**src/rtl/genevr_csr_bank.sv**
```systemverilog
`default_nettype none
// ============================================================================
// Module   : genevr_csr_bank
// Purpose  : Control/status register bank on the packet-generator register
//            bus. Holds NUM_RW_REGS software control words, per-channel
//            sticky completion flags (write-1-to-clear) and per-channel
//            saturating completion-event counters.
// Ports    : clk, reset          - clock, synchronous active-high reset
//            reg_req_in          - request level, held until ack
//            reg_rd_wr_L_in      - 1 = read, 0 = write
//            reg_addr_in         - byte address (tag | word index | 2'b00)
//            reg_wr_data         - write data
//            reg_ack_out         - one-cycle acknowledge
//            reg_rd_data         - read data, valid while reg_ack_out = 1
//            rw_regs             - flat control words, word i at [32*i+31:32*i]
//            done_in, busy_in    - per-channel completion pulse / busy level
//            irq_out             - only with GENEVR_CSR_IRQ_EN defined
// Options  : GENEVR_CSR_IRQ_EN - adds IRQ mask at word 31 and irq_out.
// Revision : 1.0 - initial release
// ============================================================================
module genevr_csr_bank #(
   parameter int AXI_DATA_WIDTH = 32,
   parameter int AXI_ADDR_WIDTH = 26,
   parameter int REG_ADDR_WIDTH = 8,
   parameter logic [AXI_ADDR_WIDTH-REG_ADDR_WIDTH-1:0] BLOCK_ADDR = 18'h04005,
   parameter int NUM_RW_REGS    = 8,
   parameter int NUM_CH         = 3,
   parameter int CNT_WIDTH      = 16
) (
   input  logic                          clk,
   input  logic                          reset,
   input  logic                          reg_req_in,
   input  logic                          reg_rd_wr_L_in,
   input  logic [AXI_ADDR_WIDTH-1:0]     reg_addr_in,
   input  logic [AXI_DATA_WIDTH-1:0]     reg_wr_data,
   output logic                          reg_ack_out,
   output logic [AXI_DATA_WIDTH-1:0]     reg_rd_data,
   output logic [32*NUM_RW_REGS-1:0]     rw_regs,
   input  logic [NUM_CH-1:0]             done_in,
   input  logic [NUM_CH-1:0]             busy_in
`ifdef GENEVR_CSR_IRQ_EN
   ,
   output logic                          irq_out
`endif
);

   localparam int WIDX_W = REG_ADDR_WIDTH - 2;
   localparam logic [CNT_WIDTH-1:0] CNT_MAX = {CNT_WIDTH{1'b1}};
   localparam logic [WIDX_W-1:0] STS_BASE = WIDX_W'(32);
   localparam logic [WIDX_W-1:0] CNT_BASE = WIDX_W'(48);

   localparam logic [0:0] ST_IDLE = 1'b0;
   localparam logic [0:0] ST_ACK  = 1'b1;

   logic [0:0]                        state;
   logic [NUM_RW_REGS-1:0][31:0]      rw_q;
   logic [NUM_CH-1:0]                 sticky_q;
   logic [NUM_CH-1:0][CNT_WIDTH-1:0]  cnt_q;

   logic [WIDX_W-1:0] word_idx;
   logic              tag_hit;
   logic              accept;
   logic              wr_en;
   logic [31:0]       rd_mux;
   logic [NUM_CH-1:0] sts_w1c;
   logic [NUM_CH-1:0] cnt_clr;
   logic              unused_addr_bits;

   assign word_idx  = reg_addr_in[REG_ADDR_WIDTH-1:2];
   assign tag_hit   = (reg_addr_in[AXI_ADDR_WIDTH-1:REG_ADDR_WIDTH] == BLOCK_ADDR);
   // Requests seen during the ACK cycle are ignored; the requester keeps
   // req high only until it sees ack, so this never double-accepts.
   assign accept    = (state == ST_IDLE) && reg_req_in && tag_hit;
   assign wr_en     = accept && !reg_rd_wr_L_in;
   assign unused_addr_bits = &{1'b0, reg_addr_in[1:0]};

   assign reg_ack_out = (state == ST_ACK);
   assign rw_regs     = rw_q;

`ifdef GENEVR_CSR_IRQ_EN
   localparam logic [WIDX_W-1:0] MASK_IDX = WIDX_W'(31);
   logic [NUM_CH-1:0] mask_q;
`endif

   // Read mux: unmapped indices fall through to the DEADBEEF marker.
   always_comb begin
      rd_mux = 32'hDEADBEEF;
      for (int i = 0; i < NUM_RW_REGS; i++) begin
         if (word_idx == WIDX_W'(i)) rd_mux = rw_q[i];
      end
      for (int ch = 0; ch < NUM_CH; ch++) begin
         if (word_idx == STS_BASE + WIDX_W'(ch))
            rd_mux = {30'b0, busy_in[ch], sticky_q[ch]};
         if (word_idx == CNT_BASE + WIDX_W'(ch))
            rd_mux = 32'(cnt_q[ch]);
      end
`ifdef GENEVR_CSR_IRQ_EN
      if (word_idx == MASK_IDX) rd_mux = 32'(mask_q);
`endif
   end

   // Per-channel write decode for the status and counter windows.
   always_comb begin
      sts_w1c = '0;
      cnt_clr = '0;
      for (int ch = 0; ch < NUM_CH; ch++) begin
         sts_w1c[ch] = wr_en && (word_idx == STS_BASE + WIDX_W'(ch)) && reg_wr_data[0];
         cnt_clr[ch] = wr_en && (word_idx == CNT_BASE + WIDX_W'(ch));
      end
   end

   // Bus handshake FSM and read-data register.
   always_ff @(posedge clk) begin
      if (reset) begin
         state       <= ST_IDLE;
         reg_rd_data <= '0;
      end else begin
         case (state)
            ST_IDLE: begin
               if (accept) begin
                  state       <= ST_ACK;
                  reg_rd_data <= reg_rd_wr_L_in ? rd_mux : 32'h0;
               end else begin
                  reg_rd_data <= '0;
               end
            end
            ST_ACK:  state <= ST_IDLE;
            default: state <= ST_IDLE;
         endcase
      end
   end

   // Software control words.
   always_ff @(posedge clk) begin
      if (reset) begin
         rw_q <= '0;
      end else if (wr_en) begin
         for (int i = 0; i < NUM_RW_REGS; i++) begin
            if (word_idx == WIDX_W'(i)) rw_q[i] <= reg_wr_data;
         end
      end
   end

   // Sticky flags and counters. A completion in the same cycle as a clear
   // wins: the sticky stays set and the counter restarts at 1.
   always_ff @(posedge clk) begin
      if (reset) begin
         sticky_q <= '0;
         cnt_q    <= '0;
      end else begin
         for (int ch = 0; ch < NUM_CH; ch++) begin
            if (done_in[ch])
               sticky_q[ch] <= 1'b1;
            else if (sts_w1c[ch])
               sticky_q[ch] <= 1'b0;

            if (cnt_clr[ch])
               cnt_q[ch] <= CNT_WIDTH'(done_in[ch]);
            else if (done_in[ch] && (cnt_q[ch] != CNT_MAX))
               cnt_q[ch] <= cnt_q[ch] + CNT_WIDTH'(1);
         end
      end
   end

`ifdef GENEVR_CSR_IRQ_EN
   // Mask register and registered interrupt (one cycle after sticky sets).
   always_ff @(posedge clk) begin
      if (reset) begin
         mask_q  <= '0;
         irq_out <= 1'b0;
      end else begin
         if (wr_en && (word_idx == MASK_IDX)) mask_q <= reg_wr_data[NUM_CH-1:0];
         irq_out <= |(sticky_q & mask_q);
      end
   end
`endif

endmodule
`default_nettype wire

```
**config.mk**
```make
export PLATFORM = sky130hd
export DESIGN_NAME = genevr_csr_bank
export DESIGN_NICKNAME = d
export VERILOG_FILES = /design/src/rtl/genevr_csr_bank.sv
export SDC_FILE = /design/constraint.sdc
export NUM_CORES = 1
export LEC_CHECK = 0
export BUFFER_PORTS_ARGS = -buffer_cell sky130_fd_sc_hd__buf_2
export CELL_PAD_IN_SITES_DETAIL_PLACEMENT = 0
export CELL_PAD_IN_SITES_GLOBAL_PLACEMENT = 1
export CORE_MARGIN = 2
export CORE_UTILIZATION = 40
export CTS_CLUSTER_DIAMETER = 80
export DETAILED_ROUTE_END_ITERATION = 10
export GPL_TIMING_DRIVEN = 0
export PLACE_DENSITY_LB_ADDON = 0.1
export SETUP_SLACK_MARGIN = 0.3
export SLEW_MARGIN = 10
export SYNTH_ARGS = -nofsm -noshare
export SYNTH_HDL_FRONTEND = slang
export SYNTH_SLANG_ARGS = --single-unit
```
**constraint.sdc**
```tcl
create_clock -name clk -period 2.4 [get_ports clk]
set_clock_uncertainty 0.15 [all_clocks]
set_input_delay 0.24 -clock clk [delete_from_list [all_inputs] [get_ports clk]]
set_output_delay 0.24 -clock clk [all_outputs]
set_load 0.01 [all_outputs]
```
# ---- After elaboration in Yosys (flattened, before gate mapping)
# Cells that the tools add are included.
dict set report word_totals {
  regBits 340
  wordCells 104
}
dict set report op_classes {
  n_addsub 3
  eq_ne 17
  mux 30
  n_bitwise 1
  n_reduce_logical 34
}
# cell count
set ops {}
lappend ops {{32-bit 2-to-1 mux} 16}
lappend ops {{16-bit by 1-bit adder with 16-bit output, second input constant} 3}
lappend ops {{16-bit != test, second input constant} 3}
lappend ops {{6-bit equality test, second input constant} 6}
lappend ops {{6-bit by 3-bit equality test with 1-bit output, second input constant} 4}
lappend ops {{18-bit by 15-bit equality test with 1-bit output, second input constant} 1}
lappend ops {{2-bit AND reduction} 8}
lappend ops {{1-bit logical AND} 15}
lappend ops {{1-bit 2-to-1 mux} 13}
lappend ops {{6-bit by 2-bit equality test with 1-bit output, second input constant} 2}
lappend ops {{2-bit nonzero test} 6}
lappend ops {{6-bit by 1-bit equality test with 1-bit output, second input constant} 1}
lappend ops {{6-bit zero test} 1}
lappend ops {{2-bit OR reduction} 3}
lappend ops {{1-bit one-hot mux with 2 select lines} 1}
lappend ops {{1-bit zero test} 1}
lappend ops {{1-bit inverter} 1}

# ---- Depth between registers and ports, before layout
dict set report logic_depth {
  word_depth 17
  ltp_mapped 9
  mapped_depth_nobuf 6
}

# ---- Worst setup path before layout
# Ideal clock, no wire load.
dict set report synth_timing {
  path_type {reg-to-reg}
  start {register state, in the netlist reg_ack_out}
  end {register cnt_q[36] (netlist bit)}
  arrival_time_ps 1868
  required_ps 2134
  path_slack_ps 266
  path_stages_with_launch 8
  n_path_buf 2
  path_cell_list {dfxtp_1 > nor4b_2 > nand4_2 > nor4_1 > or2_1 > buf_2 > buf_4 > nor2_1}
}
dict set report synth_via {
  elab_chain_cells 6
}
# item line_no
set synth_rtl {}
lappend synth_rtl {{start: declaration} 55} ;# logic [0:0] state;
lappend synth_rtl {{start signal: assignment} 115} ;# state <= ST_IDLE;
lappend synth_rtl {{start signal: assignment} 121} ;# state <= ST_ACK;
lappend synth_rtl {{start signal: assignment} 127} ;# ST_ACK: state <= ST_IDLE;
lappend synth_rtl {{1-bit inverter} -}
lappend synth_rtl {{1-bit logical AND (2 in series)} 73} ;# assign accept = (state == ST_IDLE) && reg_req_in && tag_hit;
lappend synth_rtl {{1-bit logical AND} 74} ;# assign wr_en = accept && !reg_rd_wr_L_in;
lappend synth_rtl {{1-bit logical AND} 108} ;# cnt_clr[ch] = wr_en && (word_idx == CNT_BASE + WIDX_W'(ch));
lappend synth_rtl {{2-bit OR reduction (no source line)} -}
lappend synth_rtl {{end signal: indexed assignment} 158} ;# cnt_q[ch] <= CNT_WIDTH'(done_in[ch]);
lappend synth_rtl {{end signal: indexed assignment} 160} ;# cnt_q[ch] <= cnt_q[ch] + CNT_WIDTH'(1);
lappend synth_rtl {{end: declaration} 58} ;# logic [NUM_CH-1:0][CNT_WIDTH-1:0] cnt_q;
# Every way passes these cells.
# A chain may end at the register's enable or synchronous reset.

# ---- Final worst setup path
dict set report layout_timing {
  start {input port reset}
  end {register cnt_q[16] (netlist bit)}
}
# item line_no
set layout_lines {}
lappend layout_lines {{start: declaration} 31} ;# input logic reset,
# No word-level cell between the ends.

==> summary.txt <==
STA
  • Post-route setup TNS: 0 ns
  • Fmax: 449 MHz
  • Endpoints failing hold: 0
  • Slew HR: 19.6%
  • Period utilization: 92.8%
  • Final Max Slew Viols: 0
  • Final setup fails: 0
  • Final min period: 2.23 ns
  • RSZ-0062 raised after global routing: true
  • Worst-margin pin slew: 1.21 ns

Worst setup path
  • Crit Path Class: primary input to flop
  • Critical path endpoint category: flop
  • CP required: 2.64 ns
  • Slowest cell on crit path: clkbuf_1
  • Crit-path leading delay family: buffers and inverters
  • Crit-path cells: buf_2 > clkbuf_1 > clkbuf_1 > clkbuf_1 > a21oi_1
  • CP dominant cell by count: clkbuf_1
  • CP arrival: 2.46 ns
  • Worst Path Buf+Inv: 4
  • CP Max Fanout: 10
  • Critical Path Max Stage Delay: 0.95 ns
  • CP Launch Type: primary input

Routing
  • DR vias: 17.7k
  • Vias per cell: 5.87
  • Initial DRC count: 1495
  • DR WL/cell: 25.5 um
  • Number of routed nets with antenna violations: 0
  • Drt pass-1 iters: 6
  • # DRC: 0
  • Total wire length: 76.8 mm

Yosys
  • Post-synthesis register bit count: 340
  • Count of cell types in the netlist: 72
  • Seq/Total Area, Yosys: 43.0%
  • Netlist Area Pre-Place: 0.0158 sq mm
  • Syn nets: 2082
  • Fraction of registers with async set/reset: 0%
  • Post-synth EDFFs: 0
  • Syn avg cell area: 7.88 sq um
  • Warnings, synthesis: 0
  • Cells after Synth: 2011
  • Main flop type after synthesis: dfxtp_1

CTS
  • CTS Root Cell: clkbuf_16
  • Clock Latency Late Sink: 0.57 ns
  • CTS tree: built
  • Max Root-Sink Buffers: 3
  • H-tree depth reported by CTS: 2
  • Total CTS buffers: 40
  • Clock transition at path regs: 0.06 ns
  • Clock sink count: 340

Layout
  • Area occupied by multi-input gates: 0.0100 sq mm
  • Layout cells sized above 1: 39.8%
  • Most frequent cells in the layout: nand2_1 (431), buf_2 (338), dfxtp_1 (338)
  • Final core occ: 59.4%
  • Area delta synth->final: 45.6%
  • Nets: 2539
  • Fill count: 3561
  • Register area: 0.00681 sq mm
  • Fin area: 0.0231 sq mm
  • Most common cell after layout, fill and taps aside: nand2_1

Pwr
  • Pwr dens: 550 mW/mm^2
  • Leak: 9.02 nW
  • Worst vdd ir: 466 uV
  • Total power: 12.7 mW

Global route
  • GRT Total Usage: 34.4%
  • Total congestion overflow: 0
  • Vias in the first global route: 16.0k
  • Largest net degree at the start of global routing: 13
  • First-pass GRT wire length: 106 mm
  • Initial antenna violation count: 2

Placement
  • Gpl congestion: 0.994
  • I/O Buffers: 320
  • Dpl cell area: 0.0181 sq mm
  • DP HPWL: 55.9 mm

Status
  • Outcome: complete, no violations

Die
  • Rows: 72
  • Die H: 203 um
  • Core area: 0.0388 sq mm
  • Starting density of the core: 40.8%
  • I/O pin count: 357
  • DIE AREA: 0.0412 sq mm
  • DIE WIDTH: 203 um

Hold path
  • Hold Crit Class: primary input to flop

Job
  • Max Cap Violations: 0
final cells by class:
type                       instances  area share [%]
multi-input combinational       1469            43.5
sequential                       340            29.5
timing repair buffer             415            12.3
buffer                           189            6.14
clock buffer                      61            5.12
tap                              518            2.81
clock inverter                     7           0.385
inverter                          13           0.212
antenna                            1          0.0109
timing repair:
action,in CTS,in global routing
hold buffers,36,0
endpoints found under the hold margin,265,0
pin swaps,10,212
setup endpoints to repair,340,323
buffers inserted,22,13
gates resized for setup,131,634
cloned,2,22
worst register-to-register path, stage by stage (launching register included):
cell,delay (ns)
dfxtp_4,0.36
nor4b_4,0.24
and4_4,0.31
buf_8,0.15
buf_8,0.14
nand4_1,0.13
buf_6,0.23
clkbuf_16,0.19
nand2_4,0.07
a21oi_2,0.05
power breakdown:
group	switching (mW)	internal (mW)	total [mW]
Combinational	0.629	0.249	0.878
Clock	2.54	3.59	6.13
Sequential	0.0130	5.65	5.67
metal layers:
metal | routed length [um] | part of all wire, % | GRT usage (%)
met2 | 34400 | 45 | 52.8
met1 | 32100 | 42 | 47.0
met4 | 3420 | 4.5 | 12.2
met3 | 6790 | 8.8 | 8.43
met5 | 28 | 0.036 | 0
synth_stat cells, types with 5 or more instances:
master | n | area, sq um
buf_1 | 5 | 18.8
nand2_1 | 594 | 2230
buf_4 | 33 | 248
buf_6 | 16 | 180
clkbuf_1 | 107 | 402
mux2i_1 | 27 | 270
nor2_1 | 87 | 327
nor3_1 | 18 | 90.1
xnor2_1 | 18 | 158
nor4_1 | 5 | 31.3
and3_1 | 15 | 93.8
nor2b_1 | 7 | 43.8
a21oi_1 | 305 | 1530
o2bb2ai_1 | 16 | 140
and4_1 | 12 | 105
inv_1 | 13 | 48.8
and2_1 | 5 | 31.3
nand4_1 | 31 | 194
a2111oi_0 | 11 | 96.3
a222oi_1 | 9 | 90.1
buf_2 | 28 | 140
o2111ai_1 | 14 | 123
o22ai_1 | 23 | 144
nand3_1 | 14 | 70.1
or2_0 | 5 | 31.3
o21a_1 | 8 | 60.1
a22oi_1 | 17 | 128
o22a_1 | 13 | 114
a31oi_1 | 10 | 62.6
mux2_2 | 27 | 304
a221oi_1 | 21 | 184
dfxtp_1 | 340 | 6810
o211ai_1 | 7 | 52.6
o21ai_0 | 35 | 175
nor4_4 | 5 | 106
a32oi_1 | 10 | 87.6
a2bb2oi_1 | 12 | 105
a211oi_1 | 15 | 113
xor2_1 | 13 | 114
or3_1 | 5 | 31.3
sequential cells by signal, indices dropped and copies added, names as in the netlist:
signal,flops
reg_ack_out,1
cnt_q,48
sticky_q,3
reg_rd_data,32
rw_regs,256
final timing paths:
| kind | startpoint | to | slack [ns] | depth (start not counted) |
|---|---|---|---|---|
| setup / recovery | reset | cnt_q[16] | 0.17 | 5 |
| hold reg to reg | rw_regs[144] | rw_regs[144] | 0.32 | 2 |
| setup reg to reg | reg_ack_out | rw_regs[68] | 0.24 | 9 |
| hold / removal | reset | cnt_q[19] | 0.08 | 4 |
through the flow:
stage	instances	setup WS [ns]	hold WS [ns]
finish	3013	0.173	0.0829
global route	3012	0.169	0.110
CTS	2977	0.301	0.0679
detailed placement	2849	-1.18	0.304
global placement	2849	-1.26	0.299
floorplan	2011	0.266	0.296
kinds of logic (layout without fill, tap and decap cells):
logic type               count (synthesis)  count (layout)  synth area share (%)
adder cells (fa/ha/maj)                  3               3                 0.237
AND/OR/NAND/NOR                        830             830                  23.0
flip-flops                             340             340                  43.0
XOR/XNOR                                31              31                  1.71
AO/OA/AOI/OAI                          548             548                  21.4
multiplexers                            57              57                  4.05
buffers and inverters                  202             685                  6.55
other                                    0               1                     0
(Power assumes the default switching activity.)
